===== src/rtl/regwr_pkg.sv =====
// -----------------------------------------------------------------------------
// regwr_pkg
// Shared types and constants for the register-file write arbiter.
//   regwr_entry_t : one buffered AUX write {live, reg_num, data}
//   REG_ZERO      : hard-wired zero register; writes to it are no-ops
//   AGE_W         : width of the head-of-buffer age counter
//   reg_onehot()  : one-hot decode of a 5-bit register number
// -----------------------------------------------------------------------------
package regwr_pkg;

  // 'reg' is a language keyword, so the destination field is reg_num.
  typedef struct packed {
    logic        live;
    logic [4:0]  reg_num;
    logic [31:0] data;
  } regwr_entry_t;

  localparam logic [4:0] REG_ZERO = 5'd0;
  localparam int         AGE_W    = 4;

  function automatic logic [31:0] reg_onehot(input logic [4:0] r);
    logic [31:0] m;
    m    = '0;
    m[r] = 1'b1;
    return m;
  endfunction

endpackage


===== src/rtl/regwr_fifo.sv =====
// -----------------------------------------------------------------------------
// regwr_fifo
// Circular buffer of regwr_entry_t holding AUX writes until the port is free.
// Entries that a younger WB write has superseded are marked dead in place so
// ordering is preserved; the arbiter later pops them without writing.
//
// Ports:
//   clk, rst_n          : clock, async active-low reset
//   push, push_reg/data : append a live entry at the tail (caller guarantees !full)
//   pop                 : drop the head entry (caller guarantees !empty)
//   kill_en, kill_reg   : mark every live entry targeting kill_reg as dead;
//                         the entry being pushed this cycle is exempt
//   full, empty         : occupancy flags (dead entries still occupy a slot)
//   head                : view of the oldest entry
//   pend_mask           : OR of one-hot(reg_num) over live entries, bit 0 = 0
// -----------------------------------------------------------------------------
module regwr_fifo
  import regwr_pkg::*;
#(
  parameter int DEPTH = 2
) (
  input  logic               clk,
  input  logic               rst_n,
  input  logic               push,
  input  logic [4:0]         push_reg,
  input  logic [31:0]        push_data,
  input  logic               pop,
  input  logic               kill_en,
  input  logic [4:0]         kill_reg,
  output logic               full,
  output logic               empty,
  output regwr_entry_t       head,
  output logic [31:0]        pend_mask
);

  localparam int            PW        = $clog2(DEPTH);
  localparam logic [PW:0]   DEPTH_CNT = (PW+1)'(DEPTH);

  regwr_entry_t    mem [DEPTH];
  logic [PW-1:0]   wr_ptr;
  logic [PW-1:0]   rd_ptr;
  logic [PW:0]     count;

  assign full  = (count == DEPTH_CNT);
  assign empty = (count == '0);
  assign head  = mem[rd_ptr];

  always_ff @(posedge clk or negedge rst_n) begin
    if (!rst_n) begin
      wr_ptr <= '0;
      rd_ptr <= '0;
      count  <= '0;
      for (int i = 0; i < DEPTH; i++) begin
        mem[i] <= '0;
      end
    end else begin
      if (push) wr_ptr <= wr_ptr + PW'(1);
      if (pop)  rd_ptr <= rd_ptr + PW'(1);

      case ({push, pop})
        2'b10:   count <= count + (PW+1)'(1);
        2'b01:   count <= count - (PW+1)'(1);
        default: count <= count;
      endcase

      // The pushed slot is always free (not full), so writing it last-wins
      // is what exempts the younger same-cycle AUX result from the kill.
      for (int i = 0; i < DEPTH; i++) begin
        if (push && (wr_ptr == PW'(i))) begin
          mem[i] <= '{live: 1'b1, reg_num: push_reg, data: push_data};
        end else if (pop && (rd_ptr == PW'(i))) begin
          mem[i].live <= 1'b0;
        end else if (kill_en && mem[i].live && (mem[i].reg_num == kill_reg)) begin
          mem[i].live <= 1'b0;
        end
      end
    end
  end

  // Popped slots have live cleared, so live alone identifies pending writes.
  always_comb begin
    logic [31:0] m;
    m = '0;
    for (int i = 0; i < DEPTH; i++) begin
      if (mem[i].live) m = m | reg_onehot(mem[i].reg_num);
    end
    pend_mask = {m[31:1], 1'b0};
  end

endmodule


===== src/rtl/regfile_write_arbiter.sv =====
// -----------------------------------------------------------------------------
// regfile_write_arbiter
// Shares the single register-file write port between the pipeline writeback
// stage (WB, priority, never back-pressured) and an auxiliary multi-cycle
// producer (AUX, valid/ready) whose results wait in a small buffer.
//
// Optional feature macro: REGFILE_ARB_STARVE_EN
//   defined   : head age counter plus registered wb_stall bubble request
//   undefined : wb_stall tied 0; AUX drains only in WB-idle cycles
//
// Parameters:
//   DEPTH        : AUX buffer entries, power of two, >= 2
//   STARVE_LIMIT : head wait cycles before wb_stall asserts, 1..15
//
// Ports:
//   clk, rst_n                  : clock, async active-low reset
//   wb_valid/wb_reg/wb_data     : WB write request, always accepted
//   aux_valid/aux_reg/aux_data  : AUX request; aux_ready = buffer not full
//   WE/write_reg_number/
//   write_data                  : registered register-file write port
//   pend_mask                   : registers targeted by live buffered entries
//   wb_stall                    : registered request for a WB bubble
// -----------------------------------------------------------------------------
module regfile_write_arbiter
  import regwr_pkg::*;
#(
  parameter int DEPTH        = 2,
  parameter int STARVE_LIMIT = 4
) (
  input  logic        clk,
  input  logic        rst_n,
  input  logic        wb_valid,
  input  logic [4:0]  wb_reg,
  input  logic [31:0] wb_data,
  input  logic        aux_valid,
  output logic        aux_ready,
  input  logic [4:0]  aux_reg,
  input  logic [31:0] aux_data,
  output logic        WE,
  output logic [4:0]  write_reg_number,
  output logic [31:0] write_data,
  output logic [31:0] pend_mask,
  output logic        wb_stall
);

  if (DEPTH < 2 || (DEPTH & (DEPTH - 1)) != 0) begin : g_bad_depth
    $error("regfile_write_arbiter: DEPTH must be a power of two >= 2");
  end
  if (STARVE_LIMIT < 1 || STARVE_LIMIT > 15) begin : g_bad_limit
    $error("regfile_write_arbiter: STARVE_LIMIT must be in 1..15");
  end

  regwr_entry_t head;
  logic         fifo_full;
  logic         fifo_empty;
  logic         fifo_push;
  logic         fifo_pop;
  logic         wb_req;
  logic         head_live;

  logic         we_d;
  logic [4:0]   reg_d;
  logic [31:0]  data_d;

  // A WB write to $0 is no request at all, leaving the port to AUX.
  assign wb_req    = wb_valid && (wb_reg != REG_ZERO);
  assign aux_ready = !fifo_full;
  // AUX writes to $0 complete the handshake but are simply dropped.
  assign fifo_push = aux_valid && aux_ready && (aux_reg != REG_ZERO);
  assign head_live = !fifo_empty && head.live;
  // Whenever WB leaves the port free the head goes: live heads write,
  // dead heads are discarded in a slot of their own.
  assign fifo_pop  = !wb_req && !fifo_empty;

  regwr_fifo #(
    .DEPTH (DEPTH)
  ) u_fifo (
    .clk       (clk),
    .rst_n     (rst_n),
    .push      (fifo_push),
    .push_reg  (aux_reg),
    .push_data (aux_data),
    .pop       (fifo_pop),
    .kill_en   (wb_req),
    .kill_reg  (wb_reg),
    .full      (fifo_full),
    .empty     (fifo_empty),
    .head      (head),
    .pend_mask (pend_mask)
  );

  always_comb begin
    we_d   = 1'b0;
    reg_d  = REG_ZERO;
    data_d = '0;
    if (wb_req) begin
      we_d   = 1'b1;
      reg_d  = wb_reg;
      data_d = wb_data;
    end else if (head_live) begin
      we_d   = 1'b1;
      reg_d  = head.reg_num;
      data_d = head.data;
    end
  end

  always_ff @(posedge clk or negedge rst_n) begin
    if (!rst_n) begin
      WE               <= 1'b0;
      write_reg_number <= REG_ZERO;
      write_data       <= '0;
    end else begin
      WE               <= we_d;
      write_reg_number <= reg_d;
      write_data       <= data_d;
    end
  end

`ifdef REGFILE_ARB_STARVE_EN
  localparam logic [AGE_W-1:0] AGE_MAX   = '1;
  localparam logic [AGE_W-1:0] AGE_LIMIT = AGE_W'(STARVE_LIMIT);

  logic [AGE_W-1:0] age_q;
  logic [AGE_W-1:0] age_d;

  // Only a live head blocked by WB ages; a dead head blocked by WB holds
  // its age so the bubble request still lets it drain.
  always_comb begin
    age_d = age_q;
    if (fifo_empty || fifo_pop) begin
      age_d = '0;
    end else if (head_live && wb_req && (age_q != AGE_MAX)) begin
      age_d = age_q + AGE_W'(1);
    end
  end

  always_ff @(posedge clk or negedge rst_n) begin
    if (!rst_n) begin
      age_q    <= '0;
      wb_stall <= 1'b0;
    end else begin
      age_q    <= age_d;
      wb_stall <= (age_d >= AGE_LIMIT);
    end
  end
`else
  assign wb_stall = 1'b0;
`endif

endmodule

===== config.mk =====
export PLATFORM = sky130hd
export DESIGN_NAME = regfile_write_arbiter
export DESIGN_NICKNAME = d
export VERILOG_FILES = /design/src/rtl/regwr_pkg.sv /design/src/rtl/regwr_fifo.sv /design/src/rtl/regfile_write_arbiter.sv
export SDC_FILE = /design/constraint.sdc
export NUM_CORES = 1
export LEC_CHECK = 0
export ABC_CLOCK_PERIOD_IN_PS = 2720
export CORE_MARGIN = 3
export CORE_UTILIZATION = 38
export CTS_CLUSTER_SIZE = 10
export DETAILED_ROUTE_END_ITERATION = 16
export DONT_BUFFER_PORTS = 1
export PLACE_DENSITY_LB_ADDON = 0.1
export SLEW_MARGIN = 10
export SYNTH_ARGS = -nofsm -noshare
export SYNTH_HDL_FRONTEND = slang
export SYNTH_SLANG_ARGS = --single-unit
export TNS_END_PERCENT = 50

===== constraint.sdc =====
create_clock -name clk -period 2.72 [get_ports clk]
set_clock_uncertainty 0.15 [all_clocks]
set_input_delay 0.408 -clock clk [delete_from_list [all_inputs] [get_ports clk]]
set_output_delay 0.408 -clock clk [all_outputs]
set_load 0.01 [all_outputs]

==> results of run 1 <==
-- flip-flops by register name, indices dropped and copies added, names as in the netlist --
signal            flops
WE                    1
u_fifo.count          2
u_fifo.mem           76
u_fifo.rd_ptr         1
u_fifo.wr_ptr         1
write_data           32
write_reg_number      5
-- cells in the final DEF (no fill, tap or decap), types with 5 or more instances in the layout --
cell and count:
xor2_1 7, nor2_1 6, mux2_4 27, nand2_1 43
clkinv_2 5, mux2_2 47, xnor2_1 7, clkbuf_1 5
o31ai_1 37, clkbuf_16 17, dfrtp_1 117, mux2i_1 37
dlygate4sd3_1 78, o22ai_1 31, buf_4 7, nand3b_1 10
-- per-stage QoR --
stage | hold WS [ps] | total power, W | std cells | utilization [%] | instance area, µm²
final | -453 | 0.00811 | 703 | 49.7 | 7010
after detailed placement | -34.6 | 0.00594 | 593 | 40.2 | 5670
after global placement | -34.6 | 0.00587 | 593 | 40.2 | 5670
after global routing | -486 | 0.00863 | 703 | 49.7 | 7010
after CTS | -476 | 0.00820 | 703 | 49.7 | 7010
after floorplan | -37.6 | 0.00538 | 444 | - | 5570
-- layout make-up --
class | count | share of cell area (%)
Sequential cell | 118 | 42.1
Multi-Input combinational cell | 284 | 34.3
Timing Repair Buffer | 86 | 12.2
Clock buffer | 23 | 6.53
Tap cell | 180 | 3.21
Clock inverter | 9 | 1.45
Inverter | 3 | 0.161
-- power by group through the flow --
stage	clock network [W]	logic (W)	registers (W)
5_1_grt	0.00226	0.00303	0.00334
3_3_place_gp	0	0.00263	0.00324
4_1_cts	0.00218	0.00279	0.00323
6_report	0.00213	0.00275	0.00323
3_5_place_dp	0	0.00268	0.00326
2_1_floorplan	0	0.00244	0.00294
-- synthesized netlist by cell type, drive strengths merged --
master	number
dfrtp	118
mux2	74
nand2	43
mux2i	37
o31ai	37
o22ai	31
clkbuf	23
buf	16
nand3b	10
nor2	7
xnor2	7
xor2	7
nand3	4
or3	4
or3b	4
inv	3
nor3	3
o21ai	3
nand2b	2
o31a	2
a21o	1
a41o	1
conb	1
ha	1
nand4	1
o211ai	1
or2b	1
or4	1
-- layer usage --
metal	vias up	global-route usage, %	wire length [µm]
li1	1741	-	-
met1	1859	21.3	5800
met2	134	26.5	6210
met3	11	5.73	828
met4	0	6.18	139
met5	-	0	0
-- logic make-up after synthesis --
family,count (synthesis)
adders and majority gates,1
muxes,111
xor gates and xnor gates,14
DFF,118
AOI/OAI and AO/OA,76
buffers and inverters,42
and+or+nand+nor,80
other,1
-- final timing paths --
check	startpoint	end	slack [ps]	cells after the start
min reg2reg	u_fifo.wr_ptr$_DFFE_PN0N_	u_fifo.wr_ptr$_DFFE_PN0N_	330	2
min in group clk	wb_valid	write_reg_number[0]$_DFF_PN0_	20	2
max reg2reg	u_fifo.count[0]$_DFFE_PN0P_	u_fifo.mem[48]$_DFFE_PN0P_	640	5
max in group asynchronous	rst_n	write_data[4]$_DFF_PN0_	2710	0
min	rst_n	write_data[30]$_DFF_PN0_	-450	0
max	u_fifo.mem[36]$_DFFE_PN0P_	pend_mask[16]	350	2
==> impl_metrics.toml, run 1 <==
[status]
violations = "negative hold slack"
status = "finished with violations"

[drt]
first_pass_iters = 4
drc = 0
detail-route-antenna-nets = 0
wl_per_cell_um = 18.5
wl_um = 13000
viasPerCell = 5.33
first_iter_violations = 164
dr_total_vias = 3745

[worst_hold_path]
hp-class = "input pin to async pin"

[clock_network]
clockBufferDepth = 2
worstSkewPairLatency_ps = 410
cts_setup_buffers = 0
root_buffer = "clkbuf_16"
cts_tree = "built"
cts_buffers = 17
path_clk_slew_ps = 50
hold_buffers = 78
cts_sinks = 118
ctsResizeCount = 0
htree_levels = 4

[timing]
layout_setup_ws_ps = 352
max_slew_margin_pct = 25.4
holdWs_ps = -453
period_minus_slack_ps = 2370
setup_violations = 0
finalSetupTns_ps = 0
final_max_slew_viol_count = 0
rsz0062_at_grt = "false"
tightest_slew_ps = 1110
period_share_pct = 87.0
fmax_mhz = 422
hold_viol_final = 118

[yosys]
yosys_warnings = 0
synthMuxAreaShare_pct = 23.4
synth_compound_area_share_pct = 9.76
synthAdderAreaFrac_pct = 0.225
synth_top_area_share_pct = 53.1
synth-seq-cells = 118
yosys-top-cells-area = "dfrtp_1, mux2_2, mux2_4, mux2i_1, o31ai_1"
synth_top_family_by_area = "multiplexers"
syn_area_um2 = 5570
synth_top_area_cell = "dfrtp_1"
avgSynthCellArea_um2 = 12.6
syn_inst = 443
synth_xor_area_share_pct = 2.20
synth_cell_types = 34
synth-simple-area-share_pct = 7.17
ys_seq_area_share_pct = 53.1

[power_and_ir_drop]
seq_power_share_pct = 39.8
p_int_w = 0.00536
vdd_ir_drop_max_mv = 0.610
switchingPower_w = 0.00275
power_density_nw_per_um2 = 1160
combPwrFrac_pct = 33.9
power.share.clock_pct = 26.3
switching_share_pct = 33.9
leakage_nw = 3.02

[floorplanning]
core_area_um2 = 14100
core.rowCount = 43
start_util_pct = 39.5
ioPinCount = 150
dieHeight_um = 127
dieArea_um2 = 16100
chipWidth_um = 127

[critical_path]
max_stage_delay_ps = 570
cp_num_buf_inv = 0
arrival_ps = 1810
endpoint_kind = "primary output"
start_kind = "flop"
worstPathRequired_ps = 2160
cp_top_family = "flip-flops"
path_cells = "or3b_2 -> o22ai_1"
critPathKind = "flop to primary output"
crit_path_top_delay_cell = "dfrtp_1"
crit_fanout = 11

[place]
pre_cts_ws_ps = 381
hpwl_um = 8200
port_buffers = 0
place_congestion = 0.771

[final_layout]
area_growth_pct = 26.0
final_nets = 589
drive_above_1_share_pct = 22.9
fillerInstances = 1270
multi_input_area_um2 = 2410
antennaDiodeCount = 0
seqCellArea_um2 = 2950

[grt]
grt_pass1_wl_um = 21400
grt_max_degree = 119
grt-ovfl-total = 0
antenna_found_initial = 0
groute.usage.overall_pct = 16.7
grt_pass1_vias = 3951

[run]
drv_cap = 0
No activity file was read; power rests on OpenSTA's default activity.
==> run 2: changes to the inputs <==
--- a/config.mk
+++ b/config.mk
@@ -5,7 +5,7 @@
 export SDC_FILE = /design/constraint.sdc
 export NUM_CORES = 1
 export LEC_CHECK = 0
-export ABC_CLOCK_PERIOD_IN_PS = 2720
+export ABC_CLOCK_PERIOD_IN_PS = 2700
 export CORE_MARGIN = 3
 export CORE_UTILIZATION = 38
 export CTS_CLUSTER_SIZE = 10
@@ -15,5 +15,6 @@
 export SLEW_MARGIN = 10
 export SYNTH_ARGS = -nofsm -noshare
 export SYNTH_HDL_FRONTEND = slang
+export SYNTH_HIERARCHICAL = 1
 export SYNTH_SLANG_ARGS = --single-unit
 export TNS_END_PERCENT = 50
==> constraint.sdc (replaced) <==
create_clock -name clk -period 2.7 [get_ports clk]
set_clock_uncertainty 0.15 [all_clocks]
set_input_delay 0.405 -clock clk [delete_from_list [all_inputs] [get_ports clk]]
set_output_delay 0.405 -clock clk [all_outputs]
set_load 0.01 [all_outputs]
==> impl_metrics.toml, run 2 <==
[status]
status = "finished with violations"
violations = "negative hold slack"

[final_layout]
drive_above_1_share_pct = 32.8
largest_register = "u_fifo/mem"
stdcell_area_um2 = 7310
layout_common_cells = "dfrtp_1, mux2_2, dlygate4sd3_1"
largest_reg_flops = 76
area_growth_pct = 25.6
final_nets = 619
antennaDiodeCount = 0
reg_top3 = "u_fifo/mem: 76 flops, write_data: 32 flops, write_reg_number: 5 flops"
layout_commonest_cell = "dfrtp_1"

[grt]
grt_pass1_vias = 4259
grt-ovfl-total = 0
grt_pass1_wl_um = 22900
groute.usage.overall_pct = 17.9
grt_max_degree = 119
antenna_found_initial = 0

[timing]
tightest_slew_ps = 1050
hold_viol_final = 118
setup_violations = 0
final_max_slew_viol_count = 0
period_share_pct = 87.7
period_minus_slack_ps = 2370
max_slew_margin_pct = 29.8
finalSetupTns_ps = 0
rsz0062_at_grt = "false"
fmax_mhz = 423
holdWs_ps = -461

[clock_network]
cts_buffers = 17
root_buffer = "clkbuf_16"
cts_setup_buffers = 0
ctsResizeCount = 0
path_clk_slew_ps = 50
hold_buffers = 79
cts_sinks = 118
worstSkewPairLatency_ps = 410
cts_tree = "built"
htree_levels = 4
clockBufferDepth = 2

[floorplanning]
ioPinCount = 150
start_util_pct = 39.5
core_area_um2 = 14800
dieHeight_um = 130
core.rowCount = 44
chipWidth_um = 130
dieArea_um2 = 16800

[drt]
wl_um = 14900
first_iter_violations = 183
wl_met1_um = 6540
routed-wl-met3_um = 995
wl_met2_um = 7250
maxUsedRoutingLayer = "met4"
dr_total_vias = 3982
wl_per_cell_um = 20.3
viasPerCell = 5.42
first_pass_iters = 5
detail-route-antenna-nets = 0
drc = 0

[power_and_ir_drop]
vdd_ir_drop_max_mv = 0.500
leakage_nw = 2.99
power_density_nw_per_um2 = 1180

[critical_path]
crit_fanout = 11
endpoint_kind = "primary output"
crit_path_top_delay_cell = "or3b_2"
path_cells = "or3b_2 -> o22ai_1"
worstPathRequired_ps = 2140
start_kind = "flop"
critPathKind = "flop to primary output"
max_stage_delay_ps = 570
arrival_ps = 1810

[yosys]
synth_top_area_share_pct = 50.7
avgSynthCellArea_um2 = 12.3
synth_nets = 552
synth_cell_types = 39
ys_async_sr_fraction_pct = 100
synth_top_area_cell = "dfrtp_1"
syn_area_um2 = 5820
ys_seq_area_share_pct = 50.7
yosys_warnings = 6
yosys-top-cells-area = "dfrtp_1, mux2_2, o22ai_2, nand2_1, o22ai_1"
synth_edf_count = 0
syn_inst = 473
synth-main-ff-cell = "dfrtp_1"
yosys-top-cells-count = "dfrtp_1, mux2_2, nand2_1"
yosysMostFrequentCell = "dfrtp_1"
synth-seq-cells = 118

[place]
postPlaceCellArea_um2 = 5900
place_congestion = 0.755
hpwl_um = 8980
port_buffers = 0

[run]
drv_cap = 0

[worst_hold_path]
hp-class = "input pin to async pin"
run 2: path summary, 6_finish.rpt:
path | from | to | slack, ps | depth (start not counted)
max reg2reg | u_fifo/rd_ptr$_DFFE_PN0P_ | write_reg_number[3]$_DFF_PN0_ | 390 | 4
min reg2reg | u_fifo/count[1]$_DFFE_PN0P_ | u_fifo/count[1]$_DFFE_PN0P_ | 340 | 1
min | rst_n | write_data[0]$_DFF_PN0_ | -460 | 0
max in group asynchronous | rst_n | write_data[10]$_DFF_PN0_ | 2690 | 0
min in group clk | wb_valid | write_data[26]$_DFF_PN0_ | 20 | 2
max | u_fifo/mem[73]$_DFFE_PN0P_ | pend_mask[19] | 330 | 2
run 2: cells by family after synthesis:
family | after synthesis | synth area share [%]
flip-flops | 118 | 50.7
multiplexers | 112 | 21.7
AND/OR/NAND/NOR | 107 | 8.98
AO/OA/AOI/OAI | 76 | 11.8
buffers and inverters | 42 | 4.27
XOR/XNOR | 15 | 2.26
other | 2 | 0.129
adder cells (fa/ha/maj) | 1 | 0.215
run 2: critical path: cells and delay by family, from the launching register on:
family | cells | cell delay (ps)
AOI/OAI and AO/OA | 1 | 310
DFF | 1 | 520
and+or+nand+nor | 1 | 570
run 2: final cells by class:
type | instances | area [µm²]
clock buffer | 22 | 484
clock inverter | 8 | 123
sequential | 118 | 2950
inverter | 3 | 11.3
multi-input combinational | 314 | 2650
timing repair buffer | 86 | 866
tap | 184 | 230
fill | 1325 | 7440
run 2: per-stage QoR:
step | worst slack, ps | hold WS, ps | cells | total power (W) | utilization (%)
6_report | 333 | -461 | 735 | 0.00862 | 49.6
5_1_grt | 293 | -491 | 735 | 0.00915 | 49.6
4_1_cts | 128 | -487 | 734 | 0.00867 | 49.5
3_5_place_dp | 487 | -37.6 | 625 | 0.00618 | 40.0
3_3_place_gp | 510 | -37.4 | 625 | 0.00610 | 40.0
2_1_floorplan | 472 | -40.6 | 473 | 0.00561 | -
run 2: report_power, final:
part | switching [W] | leakage, nW | internal (W) | total (W)
Clock | 0.000777 | 0.290 | 0.00153 | 0.00231
Combinational | 0.00143 | 1.28 | 0.00163 | 0.00306
Sequential | 0.000667 | 1.42 | 0.00258 | 0.00325
run 2: per-layer routing:
metal / vias to the layer above / GRT usage [%]
met4: 0 / 5.62
met2: 132 / 30.5
met1: 2003 / 21.7
li1: 1835 / -
met5: - / 0
met3: 12 / 5.44
